--- config.mk ---
export PLATFORM = sky130hd
export DESIGN_NAME = proc_clock_ctrl
export DESIGN_NICKNAME = d
export VERILOG_FILES = /design/src/rtl/proc_clk_pkg.sv /design/src/rtl/btn_debounce.sv /design/src/rtl/proc_clock_ctrl.sv
export SDC_FILE = /design/constraint.sdc
export NUM_CORES = 1
export LEC_CHECK = 0
export BUFFER_PORTS_ARGS = -buffer_cell sky130_fd_sc_hd__buf_2
export CORE_UTILIZATION = 59
export DETAILED_ROUTE_END_ITERATION = 7
export GPL_ROUTABILITY_DRIVEN = 0
export PLACE_DENSITY = 0.84
export SYNTH_ARGS = -nofsm -noshare
export SYNTH_HDL_FRONTEND = slang
export SYNTH_SLANG_ARGS = --single-unit
--- constraint.sdc ---
create_clock -name clock_in -period 2.5 [get_ports clock_in]
set_input_delay 0.25 -clock clock_in [delete_from_list [all_inputs] [get_ports clock_in]]
set_output_delay 0.25 -clock clock_in [all_outputs]
set_load 0.02 [all_outputs]
--- src/rtl/proc_clk_pkg.sv ---
// Shared encodings for the processor clock controller.
// Mode/state values and output widths.
package proc_clk_pkg;

  localparam int MODE_W = 2;
  localparam int TICK_W = 16;

  typedef enum logic [MODE_W-1:0] {
    ST_HALT = 2'b00,
    ST_RUN  = 2'b01,
    ST_STEP = 2'b10
  } state_t;

endpackage

--- src/rtl/btn_debounce.sv ---
// Two-flop synchroniser plus consecutive-cycle debounce counter.
// o_level only moves after a full interval of disagreement.
module btn_debounce #(
  parameter logic [19:0] DEBOUNCE_CYCLES = 20'd1000000
) (
  input  logic clock_in,
  input  logic reset_n,
  input  logic i_raw,
  output logic o_level
);

  logic        r_s1;
  logic        r_s2;
  logic        r_level;
  logic [19:0] r_cnt;

  always_ff @(posedge clock_in or negedge reset_n) begin
    if (!reset_n) begin
      r_s1    <= 1'b0;
      r_s2    <= 1'b0;
      r_level <= 1'b0;
      r_cnt   <= '0;
    end else begin
      r_s1 <= i_raw;
      r_s2 <= r_s1;
      // any agreeing cycle restarts the interval
      if (r_s2 != r_level) begin
        if (r_cnt >= DEBOUNCE_CYCLES - 20'd1) begin
          r_level <= r_s2;
          r_cnt   <= '0;
        end else begin
          r_cnt <= r_cnt + 20'd1;
        end
      end else begin
        r_cnt <= '0;
      end
    end
  end

  assign o_level = r_level;

endmodule

--- src/rtl/proc_clock_ctrl.sv ---
// Processor clock-enable controller: HALT / RUN / STEP
// driven by debounced run switch, step button and slow_clk ticks.
module proc_clock_ctrl
  import proc_clk_pkg::*;
#(
  parameter logic [19:0] DEBOUNCE_CYCLES = 20'd1000000
) (
  input  logic              clock_in,
  input  logic              reset_n,
  input  logic              slow_clk,
  input  logic              step_btn,
  input  logic              run_sw,
  input  logic              halt_req,
  output logic              proc_en,
  output logic [MODE_W-1:0] mode,
  output logic [TICK_W-1:0] tick_count
);

  logic              r_slow_s1;
  logic              r_slow_s2;
  logic              r_slow_prev;
  logic              r_step_prev;
  logic              r_run_prev;
  logic              r_proc_en;
  logic [TICK_W-1:0] r_tick;
  state_t            r_state;
  state_t            w_next;
  logic              w_pulse;
  logic              w_slow_tick;
  logic              w_step_db;
  logic              w_run_db;
  logic              w_step_req;
  logic              w_run_rise;

  btn_debounce #(
    .DEBOUNCE_CYCLES(DEBOUNCE_CYCLES)
  ) u_step_db (
    .clock_in(clock_in),
    .reset_n (reset_n),
    .i_raw   (step_btn),
    .o_level (w_step_db)
  );

  btn_debounce #(
    .DEBOUNCE_CYCLES(DEBOUNCE_CYCLES)
  ) u_run_db (
    .clock_in(clock_in),
    .reset_n (reset_n),
    .i_raw   (run_sw),
    .o_level (w_run_db)
  );

  always_ff @(posedge clock_in or negedge reset_n) begin
    if (!reset_n) begin
      r_slow_s1   <= 1'b0;
      r_slow_s2   <= 1'b0;
      r_slow_prev <= 1'b0;
      r_step_prev <= 1'b0;
      r_run_prev  <= 1'b0;
    end else begin
      r_slow_s1   <= slow_clk;
      r_slow_s2   <= r_slow_s1;
      r_slow_prev <= r_slow_s2;
      r_step_prev <= w_step_db;
      r_run_prev  <= w_run_db;
    end
  end

  assign w_slow_tick = r_slow_s2 & ~r_slow_prev;
  assign w_step_req  = w_step_db & ~r_step_prev;
  assign w_run_rise  = w_run_db & ~r_run_prev;

  always_ff @(posedge clock_in or negedge reset_n) begin
    if (!reset_n) begin
      r_state <= ST_HALT;
    end else begin
      r_state <= w_next;
    end
  end

  always_comb begin
    w_next = r_state;
    case (r_state)
      ST_HALT: begin
        if (w_run_rise) begin
          w_next = ST_RUN;
        end else if (w_step_req) begin
          w_next = ST_STEP;
        end
      end
      ST_RUN: begin
        if (halt_req || !w_run_db) begin
          w_next = ST_HALT;
        end
      end
      ST_STEP: begin
        if (halt_req || w_slow_tick) begin
          w_next = ST_HALT;
        end
      end
      default: w_next = ST_HALT;
    endcase
  end

  always_comb begin
    w_pulse = 1'b0;
    case (r_state)
      ST_RUN:  w_pulse = w_slow_tick & ~halt_req & w_run_db;
      ST_STEP: w_pulse = w_slow_tick & ~halt_req;
      default: w_pulse = 1'b0;
    endcase
  end

  always_ff @(posedge clock_in or negedge reset_n) begin
    if (!reset_n) begin
      r_proc_en <= 1'b0;
      r_tick    <= '0;
    end else begin
      r_proc_en <= w_pulse;
      if (r_proc_en) begin
        r_tick <= r_tick + TICK_W'(1);
      end
    end
  end

  assign proc_en    = r_proc_en;
  assign mode       = r_state;
  assign tick_count = r_tick;

endmodule

* After elaboration in Yosys (flattened, before gate mapping) *
Index checks and enable logic that the tools add are counted.

word-level totals
  register bits = 70
  input port bits = 6
  output and inout bits = 19
  word-level logic and storage cells = 54

cells by class
  add/subtract/negate cells = 3
  magnitude comparators = 2
  equality and inequality tests = 7
  mux-type cells = 10
  bitwise logic cells = 9
  reduce and logical (&&, ||, !) cells = 7

operators with widths
  cell                   number
  $mux 20                4
  $add 20x1->20 const B  2
  $ge 20x20->1 const B   2
  $add 16x1->16 const B  1
  $mux 2                 4
  $pmux 2 s3             1
  $and 1x1->1            5
  $ne 2x2->1 const B     2
  $not 1->1              4
  $reduce_and 2->1       2
  $ne 3x3->1 const B     1
  $reduce_and 3->1       1
  $eq 2x1->1 const B     1
  $eq 2x2->1 const B     1
  $logic_not 2->1        1
  $logic_or 1x1->1       2
  $ne 1x1->1             2
  $pmux 1 s2             1
  $logic_not 1->1        1

* Logic depth before layout (Yosys ltp) *
  depth after elaboration = 5
  depth in mapped cells = 6
  mapped depth without buffers = 5

* Modules after synthesis *
A second synthesis with hierarchy kept.

unflattened totals
  cell total of the unflattened synthesis = 324
  area, all modules = 3503.4 sq um

modules (own cells, without submodules)
  module                     times used  cells an instance  area each (sq um)  sequential area each (sq um)
  btn_debounce at u_step_db  1           122                1296.2             575.6
  btn_debounce at u_run_db   1           114                1169.9             575.6
  proc_clock_ctrl            1           88                 1037.2             600.6

* Least setup slack after synthesis *
Ideal clock, no wire load.

  path type = register to register
  start point = register u_step_db.r_cnt[0]
  end point = register u_step_db.r_cnt[18]
  arrival time = 1754 ps
  data required time = 2413 ps
  slack = 659 ps
  cell stages (with the launch flop) = 6
  cells stage by stage = dfrtp_1 > ha_1 > nand3_2 > or3_1 > or4_1 > a22oi_1

on the way
  word-level cells in the longest chain between the ends = 3
  elaborated cells on any way between the ends = 4
  those cells by class = add/sub: 1; order compare: 1; mux: 2

ends and longest elaborated chain
  element                                               RTL line                                RTL
  from (decl)                                           btn_debounce.sv:15                      logic [19:0] r_cnt;
  from (signal assigned)                                btn_debounce.sv:32                      r_cnt <= r_cnt + 20'd1;
  $add 20x1->20 / $ge 20x20->1 (equally long branches)  btn_debounce.sv:32, btn_debounce.sv:28
  $mux 20 (*)                                           btn_debounce.sv:28                      if (r_cnt >= DEBOUNCE_CYCLES - 20'd1) begin
  $mux 20 (*)                                           btn_debounce.sv:27                      if (r_s2 != r_level) begin

Every way passes the cells marked *; elsewhere a longest branch is shown, timed or not.
A chain may end at the register's enable or synchronous reset.

* Worst setup path after layout *
  start point = register u_step_db.r_cnt[0]
  end point = register u_step_db.r_cnt[15]

Same word-level chain as after synthesis.

==> results_dict.tcl <==
set metrics [dict create \
    yosysSeqAreaShare 0.5327 \
    cts_tree "yes" \
    yosys_warnings 0 \
    netlist_area_um2 3288 \
    die_h_um 76.66 \
    die_area_um2 5876 \
    timing.fmax_mhz 471.4 \
    synth_cell_types 38 \
    clock-sinks 70 \
    crit_path_end_kind "register" \
    cp_max_fo 20 \
    wirelength_mm 6.545 \
    internal_power_uw 1860 \
    cp_data_arrival_time_ps 2300 \
    power.switching_uw 511.4 \
    synthSimpleGateAreaFrac 0.1952 \
    core-area_um2 5238 \
    synth_compound_area_frac 0.1073 \
    grt.overflow.total 0 \
    grt_usage 0.2474 \
    crit_buf_inv 0 \
    crit_family "compound AO/OA/AOI/OAI gates" \
    crit_type "reg -> reg" \
    cts.path.max_buffers 2 \
    period_needed_ps 2121 \
    initial_utilization 0.6278 \
    rows 26 \
    slowest_delay_ps 620 \
    nets 358 \
    ir_drop_mv 0.2693 \
    cellPowerDensity_nw_per_um2 635.1 \
    total_power_uw 2372 \
    synth_seq_cells 70 \
    grt_pass1_vias 2507 \
    synthCells 316 \
    crit_required_ps 2680 \
    die_x_um 76.66 \
    vias_per_cell 6.062 \
    diodes 0 \
    synth-edff-count 0 \
    skew_ps 13.17 \
    port_buffers 24 \
    grt_first_pass_wirelength_mm 11.45 \
    pwr-share-clk 0.451 \
    setup_slack_ps 378.7 \
    async_reset_ff_frac 1.000 \
    worst_slew_pin_slew_ps 761.5 \
    timing.final.crit_share 0.8485 \
    drt.antenna.violating_nets 0 \
    cts_resized 0 \
    slowest_stage "a2111o_1" \
    ioPinCount 25 \
    num_vias 2546 \
    place_ws_ps 451.8 \
    maxSlewHeadroom 0.4923 \
    drive_above_1_share 0.1286 \
    slew_violations 0 \
    rsz0062_at_grt "false" \
    drc_errors 0 \
    synth_area_per_cell_um2 10.41 \
    synthXorXnorAreaFrac 0.1145 \
    cp_cell_sequence "ha_1 > nand3_2 > o21ai_0 > a2111o_1 > a22oi_1" \
    first_pass_iters 4 \
    drt_iter0_drc 184 \
    dp_hpwl_mm 4.227 \
    clk_pin_slew_ps 80 \
    cp-start-kind "register" \
    setup_viol 0 \
    clock_latency_ps 340 \
    switching_share 0.2156 \
    synth_top_family_by_area "simple AND/OR/NAND/NOR gates" \
    final-hold-violation-count 0 \
    seq_power_share 0.504 \
    cts_root_buf "clkbuf_8" \
    p_leak_uw 0.001611 \
    pwr-share-comb 0.045 \
    cap_viol_max_count 0 \
    synthesis.nets 328 \
    h-tree-depth 3 \
    synth_flop_cell "dfrtp_1" \
    synth_mux_area_frac 0.003425 \
    wl_per_cell_um 15.58 \
    outcome "finished, final reports clean" \
    min_path_type "in -> reg" \
    area_delta_synth_final_pct 13.58 \
    grt_max_degree 52 \
    numCtsBuffers 9 \
    setup_tns_ps 0 \
    antenna_found_initial 0 \
    synthAdderAreaFrac 0.02283 \
]
## metal layers
layer  routed length, um  GRT usage  vias up
li1                    -          -     1194
met1                2893     0.3221     1266
met2                3220     0.4018       69
met3                 269    0.04762       17
met4                 162     0.1135        0
met5                   0          0        -
## cell usage after synthesis (all sizes together) (2+ instances only)
cell type | instances | area (um^2)
dfrtp | 70 | 1752
xor2 | 6 | 52.55
nor4 | 7 | 43.79
o21ai | 11 | 55.05
ha | 6 | 75.07
nand4 | 14 | 102.6
xnor2 | 37 | 324.1
a21boi | 2 | 15.01
or4 | 6 | 45.04
and3 | 4 | 25.02
buf | 2 | 10.01
nand3 | 20 | 105.1
or3 | 9 | 57.56
a22oi | 6 | 45.04
nand2b | 3 | 18.77
o31ai | 5 | 37.54
and4 | 3 | 26.28
clkbuf | 6 | 23.77
a2111o | 2 | 22.52
inv | 12 | 45.04
nor3 | 8 | 40.04
nand2 | 17 | 63.81
nor2 | 28 | 105.1
a21oi | 22 | 110.1
## area by class of cell
cell class,count,area [um^2]
repair buffers,27,157.7
well taps,70,87.58
inverters,12,45.04
flip-flops and latches,70,1752
clock inverters,6,111.4
fillers,372,1503
multi-input cells,226,1458
clock buffers,9,123.9
## logic make-up after synthesis
family / after synthesis
AND/OR/NAND/NOR: 120
AO/OA/AOI/OAI: 56
buffers and inverters: 20
XOR/XNOR: 43
adder cells (fa/ha/maj): 6
multiplexers: 1
flip-flops: 70
## flip-flops by register name, summed over array words and instances, names as in the netlist, 2 cells and up
name / cells
u_step_db.r_cnt: 20
mode: 2
tick_count: 16
u_run_db.r_cnt: 20
## final timing paths
check | slack (ps) | start | to | depth (start not counted)
max | 380 | u_step_db.r_cnt[0] | u_step_db.r_cnt[15] | 5
min | 20 | step_btn | u_step_db.r_s1 | 1
max reg2reg | 380 | u_step_db.r_cnt[0] | u_step_db.r_cnt[15] | 5
min reg2reg | 350 | u_run_db.r_s1 | u_run_db.r_s2 | 0
max in group asynchronous | 1480 | reset_n | u_step_db.r_cnt[12] | 3
min in group asynchronous | 400 | reset_n | r_slow_prev | 2
## layout by cell type (no fill, tap or decap), types with 2 or more instances in the layout
master     instances
nand2b_1           3
or4_1              6
inv_1             12
nor4_1             7
nor2_1            28
clkbuf_8           9
o31ai_1            5
a22oi_1            6
nand4_1           13
and4_1             3
xor2_1             6
bufinv_16          3
and3_1             4
a21oi_1           22
nand2_1           17
ha_1               6
nand3_1           19
o21ai_0           11
buf_2             24
or3_1              8
nor3_1             8
a2111o_1           2
a21boi_0           2
dfrtp_1           70
xnor2_1           37
## through the flow
stage	hold WS (ps)	utilization	cell area (um^2)	std cells
2_1_floorplan	-45.59	-	3288	316
6_report	23.96	0.7131	3735	420
3_5_place_dp	231.6	0.6663	3490	404
3_3_place_gp	221.6	0.6663	3490	404
5_1_grt	9.475	0.7131	3735	420
4_1_cts	11.06	0.7131	3735	420
## timing repair
item                                    CTS  global route
endpoints found under the hold margin    19             0
endpoints found under the setup margin    0             0
hold buffers                              1             0
setup buffers                             0             0
## power by group through the flow
stage                     clock network, uW  logic [uW]  registers, uW
after floorplan                           0        59.8           1210
after global placement                    0        99.0           1210
after detailed placement                  0         103           1210
after CTS                              1090         108           1190
after global routing                   1130         121           1200
final                                  1070         107           1200
Power figures use the tool's default switching activity.
